`config.mk`:
```
export PLATFORM = sky130hd
export DESIGN_NAME = vga_timing_gen
export DESIGN_NICKNAME = d
export VERILOG_FILES = /design/src/rtl/vga_timing_gen.sv
export SDC_FILE = /design/constraint.sdc
export NUM_CORES = 1
export LEC_CHECK = 0
export ABC_AREA = 1
export CELL_PAD_IN_SITES_DETAIL_PLACEMENT = 2
export CELL_PAD_IN_SITES_GLOBAL_PLACEMENT = 2
export CORE_ASPECT_RATIO = 1.4
export CORE_MARGIN = 3
export CORE_UTILIZATION = 38
export DETAILED_ROUTE_END_ITERATION = 16
export DONT_BUFFER_PORTS = 1
export HOLD_SLACK_MARGIN = 0.03
export PLACE_DENSITY = 0.86
export SYNTH_ARGS = -nofsm -noshare
export SYNTH_HDL_FRONTEND = slang
export SYNTH_SLANG_ARGS = --single-unit
```
`constraint.sdc`:
```
create_clock -name clk -period 3.85 [get_ports clk]
set_clock_uncertainty 0.2 [all_clocks]
set_input_delay 0.77 -clock clk [delete_from_list [all_inputs] [get_ports clk]]
set_output_delay 0.77 -clock clk [all_outputs]
set_load 0.02 [all_outputs]
```
`src/rtl/vga_timing_gen.sv`:
```
// Parametrised VGA sync/timing generator: pixel strobe, coordinates, syncs, blanking and frame strobes.
// Latency: status outputs are registered from the next counter values, so they change on the same edge as pixel_x/pixel_y.
// Backpressure: none; enable=0 freezes all state and gates the strobes.
module vga_timing_gen #(
    parameter int H_DISPLAY = 640,
    parameter int H_FRONT   = 16,
    parameter int H_SYNC    = 96,
    parameter int H_BACK    = 48,
    parameter int V_DISPLAY = 480,
    parameter int V_FRONT   = 10,
    parameter int V_SYNC    = 2,
    parameter int V_BACK    = 33,
    parameter int CLK_DIV   = 2,
    parameter bit HSYNC_POL = 1'b0,
    parameter bit VSYNC_POL = 1'b0,
    parameter int COORD_W   = 10,
    parameter int FRAME_W   = 8
) (
    input  logic               clk,
    input  logic               reset,
    input  logic               enable,
    output logic               p_tick,
    output logic               hsync,
    output logic               vsync,
    output logic               video_on,
    output logic               vblank,
    output logic [COORD_W-1:0] pixel_x,
    output logic [COORD_W-1:0] pixel_y,
    output logic               line_start,
    output logic               frame_start,
    output logic [FRAME_W-1:0] frame_count
);

    localparam int H_TOTAL = H_DISPLAY + H_FRONT + H_SYNC + H_BACK;
    localparam int V_TOTAL = V_DISPLAY + V_FRONT + V_SYNC + V_BACK;
    localparam int DIV_W   = (CLK_DIV > 1) ? $clog2(CLK_DIV) : 1;

    localparam logic [DIV_W-1:0]   DIV_LAST = DIV_W'(CLK_DIV - 1);
    localparam logic [COORD_W-1:0] H_LAST   = COORD_W'(H_TOTAL - 1);
    localparam logic [COORD_W-1:0] V_LAST   = COORD_W'(V_TOTAL - 1);
    localparam logic [COORD_W-1:0] H_DISP   = COORD_W'(H_DISPLAY);
    localparam logic [COORD_W-1:0] V_DISP   = COORD_W'(V_DISPLAY);
    localparam logic [COORD_W-1:0] HS_BEG   = COORD_W'(H_DISPLAY + H_FRONT);
    localparam logic [COORD_W-1:0] HS_END   = COORD_W'(H_DISPLAY + H_FRONT + H_SYNC - 1);
    localparam logic [COORD_W-1:0] VS_BEG   = COORD_W'(V_DISPLAY + V_FRONT);
    localparam logic [COORD_W-1:0] VS_END   = COORD_W'(V_DISPLAY + V_FRONT + V_SYNC - 1);

    logic [DIV_W-1:0]   div_cnt;
    logic [DIV_W-1:0]   div_nxt;
    logic [COORD_W-1:0] x_nxt;
    logic [COORD_W-1:0] y_nxt;
    logic               tick;
    logic               h_wrap;
    logic               v_wrap;
    logic               line_q;
    logic               frame_q;

    always_comb begin
        tick    = enable && (div_cnt == DIV_LAST);
        div_nxt = div_cnt;
        if (enable) begin
            div_nxt = (div_cnt == DIV_LAST) ? '0 : div_cnt + DIV_W'(1);
        end
        h_wrap = tick && (pixel_x == H_LAST);
        v_wrap = h_wrap && (pixel_y == V_LAST);
        x_nxt  = pixel_x;
        y_nxt  = pixel_y;
        if (tick) begin
            x_nxt = h_wrap ? '0 : pixel_x + COORD_W'(1);
        end
        if (h_wrap) begin
            y_nxt = v_wrap ? '0 : pixel_y + COORD_W'(1);
        end
    end

    always_ff @(posedge clk or negedge reset) begin
        if (!reset) begin
            div_cnt     <= '0;
            pixel_x     <= '0;
            pixel_y     <= '0;
            frame_count <= '0;
            hsync       <= ~HSYNC_POL;
            vsync       <= ~VSYNC_POL;
            video_on    <= 1'b1;
            vblank      <= 1'b0;
            line_q      <= 1'b0;
            frame_q     <= 1'b0;
        end else begin
            div_cnt  <= div_nxt;
            pixel_x  <= x_nxt;
            pixel_y  <= y_nxt;
            // Decoding the next coordinates keeps sync aligned with pixel_x/pixel_y.
            hsync    <= ((x_nxt >= HS_BEG) && (x_nxt <= HS_END)) ? HSYNC_POL : ~HSYNC_POL;
            vsync    <= ((y_nxt >= VS_BEG) && (y_nxt <= VS_END)) ? VSYNC_POL : ~VSYNC_POL;
            video_on <= (x_nxt < H_DISP) && (y_nxt < V_DISP);
            vblank   <= (y_nxt >= V_DISP);
            line_q   <= h_wrap;
            frame_q  <= v_wrap;
            if (v_wrap) begin
                frame_count <= frame_count + FRAME_W'(1);
            end
        end
    end

    // Gating with reset keeps the CLK_DIV=1 strobe low while held in reset.
    assign p_tick      = tick && reset;
    assign line_start  = line_q && enable;
    assign frame_start = frame_q && enable;

endmodule

```
Word-level counts from Yosys, hierarchy flattened. Cells that the tools add are included. Widths: inputs -> output; s select.

Input port bits: 3. Register bits: 35. Output and inout bits: 35. Logic and storage cells: 39.

Reduce and logical (&&, ||, !) cells: 9. Muxes and demuxes: 7. $lt $le $gt $ge: 7. Equal/unequal tests: 2. $add $sub $neg: 4.

Operator list (number): $mux 10 (4); $add 10x1->10 const B (2); $eq 10x10->1 const B (2); $ge 10x9->1 const B (2); $ge 10x10->1 const B (1); $le 10x10->1 const B (1); $le 10x9->1 const B (1); $lt 10x10->1 const B (1); $lt 10x9->1 const B (1); $logic_and 1x1->1 (9); $add 8x1->8 const B (1); $mux 1 (3); $add 1x1->1 const B (1).

Logic depth before layout (Yosys ltp).
Depth in word-level cells: 8. Depth in mapped cells: 12. Mapped depth without buffers: 12.

Least setup slack after synthesis. Ideal clock, no wire load.

Path kind: input-to-output. Start point: input enable. End point: output p_tick. Required time: 2.880 ns. Path slack: 1.756 ns. Cell stages on the path: 2. Path buffers: 0. Arrival: 1.124 ns. Cell sequence: nand2_4 -> nor2_1.

Word-level cells in the longest chain between the ends: 2.

RTL lines: start: declaration (line 21) `input logic enable,`; $logic_and 1x1->1 (line 59) `tick = enable && (div_cnt == DIV_LAST);`; $logic_and 1x1->1 (line 106) `assign p_tick = tick && reset;`; end: declaration (line 22) `output logic p_tick,`.

No other way between the ends.

Final worst setup path.
Start point: register pixel_x[0]. End point: register video_on.

Word-level cells in the longest chain between the ends: 7. Elaborated cells on any way between the ends: 11. Classes of those cells: 1 x add/sub; 2 x order compare; 1 x eq/ne; 4 x mux; 3 x reduce/logical.

RTL lines: start: declaration (line 27) `output logic [COORD_W-1:0] pixel_x,`; start signal: assignment (line 90) `pixel_x <= x_nxt;`; branches (longest 6 deep; another with $add 10x1->10); $logic_and 1x1->1 (*) (line 95) `video_on <= (x_nxt < H_DISP) && (y_nxt < V_DISP);`; end signal: assignment (line 95); end: declaration (line 25) `output logic video_on,`.

Mark *: on every way between the ends. A chain may end at the register's enable or synchronous reset.

==> results.ini <==
[critical_path]
crit_buf_inv=1
crit_cells=12
arrival_ps=2330
max_stage_delay_ps=520
r2r_setup_slack_ps=1540
critPathCaptureType=flop
slowest_stage=dfrtp_1
path_cells=ha_1 -> nand2_1 -> nor2_4 -> nand2_4 -> nor2_8 -> inv_2 -> nor2_2 -> nand2_1 -> nand2_1 -> nand3_2 -> nand2_2 -> nor2_2
r2r_start=pixel_x[0]
cp_top_family=simple AND/OR/NAND/NOR gates
crit_type=reg2reg
crit_top_cell=nand2_1
start_kind=flop
required_ps=3880
cp_max_fo=14
reg2reg_depth=12
critPathLaunch=pixel_x[0]
timing.rr.end=video_on
worstSetupEndpoint=video_on

[final_layout]
post-route-util=0.4364
final_common_cell=nand2_1
drive_gt1_frac=0.1099
antenna_cells=0
area_growth_syn_to_layout_pct=8.543
final_cell_mix=79 x nand2_1, 43 x inv_1, 32 x dfrtp_1
fin_nets=279

[grt]
track_usage=0.2115
grt_pass1_vias=1981
grt_first_pass_wirelength_microns=9811
antenna_found_initial=0
overflow=0
grt_max_degree=33

[die]
ios=38
die_w_microns=67.19
std_cell_rows=30
core_area_sq_mm=0.004955
initial_utilization=0.4020
fp.dieH_microns=91.67
die_area_sq_mm=0.006159

[place]
gp_congestion=0.7925
portBuffers=0
hpwl_microns=4423
place_ws_ps=1551

[job]
max_cap_viol_count=0

[sta]
period_needed_ps=2306
tightest_slew_ps=409.3
setup_ws_ps=1544
final-hold-violation-count=0
relSlewSlack=0.7271
period_share=0.5990
rsz0062_at_grt=no
setup_tns_ps=0
hold-worst-slack_ps=93.75
slew_viol_final=0
fmax_ghz=0.4336
setup_viol=0

[routing]
drt_iter0_drc=47
num_vias=1720
drt-total-wl_microns=5781
drcViolationCount=0
first_pass_iters=4
viasPerCell=5.104
routedWlPerCell_microns=17.15
postRouteAntennaNets=0

[cts]
cts.clk_slew.worst_paths_ps=90
postCtsSetupBuffers=0
clk_latency_ps=300
cts-root-buf=clkbuf_8
cts_buffer_depth=2
cts_tree=yes
cts_resized=0
cts_made_buffers=5
cts_max_level=2
clock-sinks=35

[synth]
synth_cell_types=25
ys.warnings.count=0
syn-cell-area_sq_mm=0.001992
avgSynthCellArea_sq_um=7.517
synthesis.instances=265
ys_seq_elements=35
synth_nets=272
seq_area_frac_synth=0.4416

[power_and_ir_drop]
power_density_mw_per_mm2=493.7
leakagePower_nw=1.184
ir_drop_v=0.0002147

[worst_hold_path]
min_path_type=in2async

[outcome]
status=finished, final reports clean

==> power breakdown <==
group          switching (W)  internal, W  total, W
clock network       0.000145     0.000127  0.000272
logic               0.000182    0.0000767  0.000259
registers           0.000122     0.000415  0.000537
==> worst min path at each step <==
stage	startpoint	slack, ps	endpoint
2_1_floorplan	reset	270	div_cnt
3_3_place_gp	reset	280	pixel_x[9]
3_5_place_dp	reset	280	pixel_x[9]
4_1_cts	reset	100	pixel_x[5]
5_1_grt	reset	90	pixel_x[5]
6_report	reset	90	pixel_x[5]
==> cell usage after synthesis <==
master	number	share of area
ha_1	4	0.025
dfrtp_1	32	0.40
inv_1	43	0.081
o211ai_1	1	0.0038
nand2_1	79	0.15
inv_4	1	0.0031
nor2_1	31	0.058
nand3_1	20	0.050
inv_2	4	0.0075
o21ai_1	1	0.0025
a21oi_1	2	0.0050
nor2_2	2	0.0063
nand2_2	3	0.0094
nor2_4	2	0.011
nand2_4	3	0.017
xnor2_1	5	0.022
buf_8	1	0.0075
nor3_1	7	0.018
nand4_1	8	0.025
nor2_8	1	0.010
o21ai_0	4	0.010
dfstp_2	3	0.040
nand3b_1	1	0.0038
xor2_1	4	0.018
nand3_2	3	0.015
==> cell families after synthesis <==
kind of cell | after synthesis | share of synthesized area
AND/OR/NAND/NOR | 160 | 0.3731
flip-flops | 35 | 0.4416
XOR/XNOR | 9 | 0.03957
AO/OA/AOI/OAI | 8 | 0.02136
adder cells (fa/ha/maj) | 4 | 0.02513
buffers and inverters | 49 | 0.09924
==> cell type report <==
| class | instances | area, sq um |
|---|---|---|
| well taps | 64 | 80.08 |
| clock inverters | 2 | 12.51 |
| multi-input cells | 181 | 914.6 |
| repair buffers | 1 | 20.02 |
| flip-flops and latches | 35 | 879.6 |
| clock buffers | 6 | 72.57 |
| inverters | 48 | 182.7 |
| fillers | 578 | 2793 |
==> sequential cells by signal, indices dropped and copies added (netlist names) <==
register     flops
vsync            1
vblank           1
frame_count      8
video_on         1
pixel_x         10
pixel_y         10
div_cnt          1
frame_q          1
line_q           1
hsync            1
==> layer usage <==
metal  wire [microns]  global-route usage
met1             2210              0.2335
met2             3340              0.3913
met3              142             0.03676
met4               87             0.07107
met5                0                   0
==> stage by stage <==
step	cells	area [sq um]	power [W]
final	337	2162	0.001067
after floorplan	265	1992	0.0007182
after global placement	328	2057	0.0007878
after detailed placement	328	2057	0.0007942
after CTS	337	2162	0.001082
after global routing	337	2162	0.001144
==> what timing repair did <==
item	in CTS	in global routing
endpoints found under the setup margin	0	0
hold buffers	1	0
endpoints found under the hold margin	32	0
Note: power is estimated with default switching activity, not from simulation.
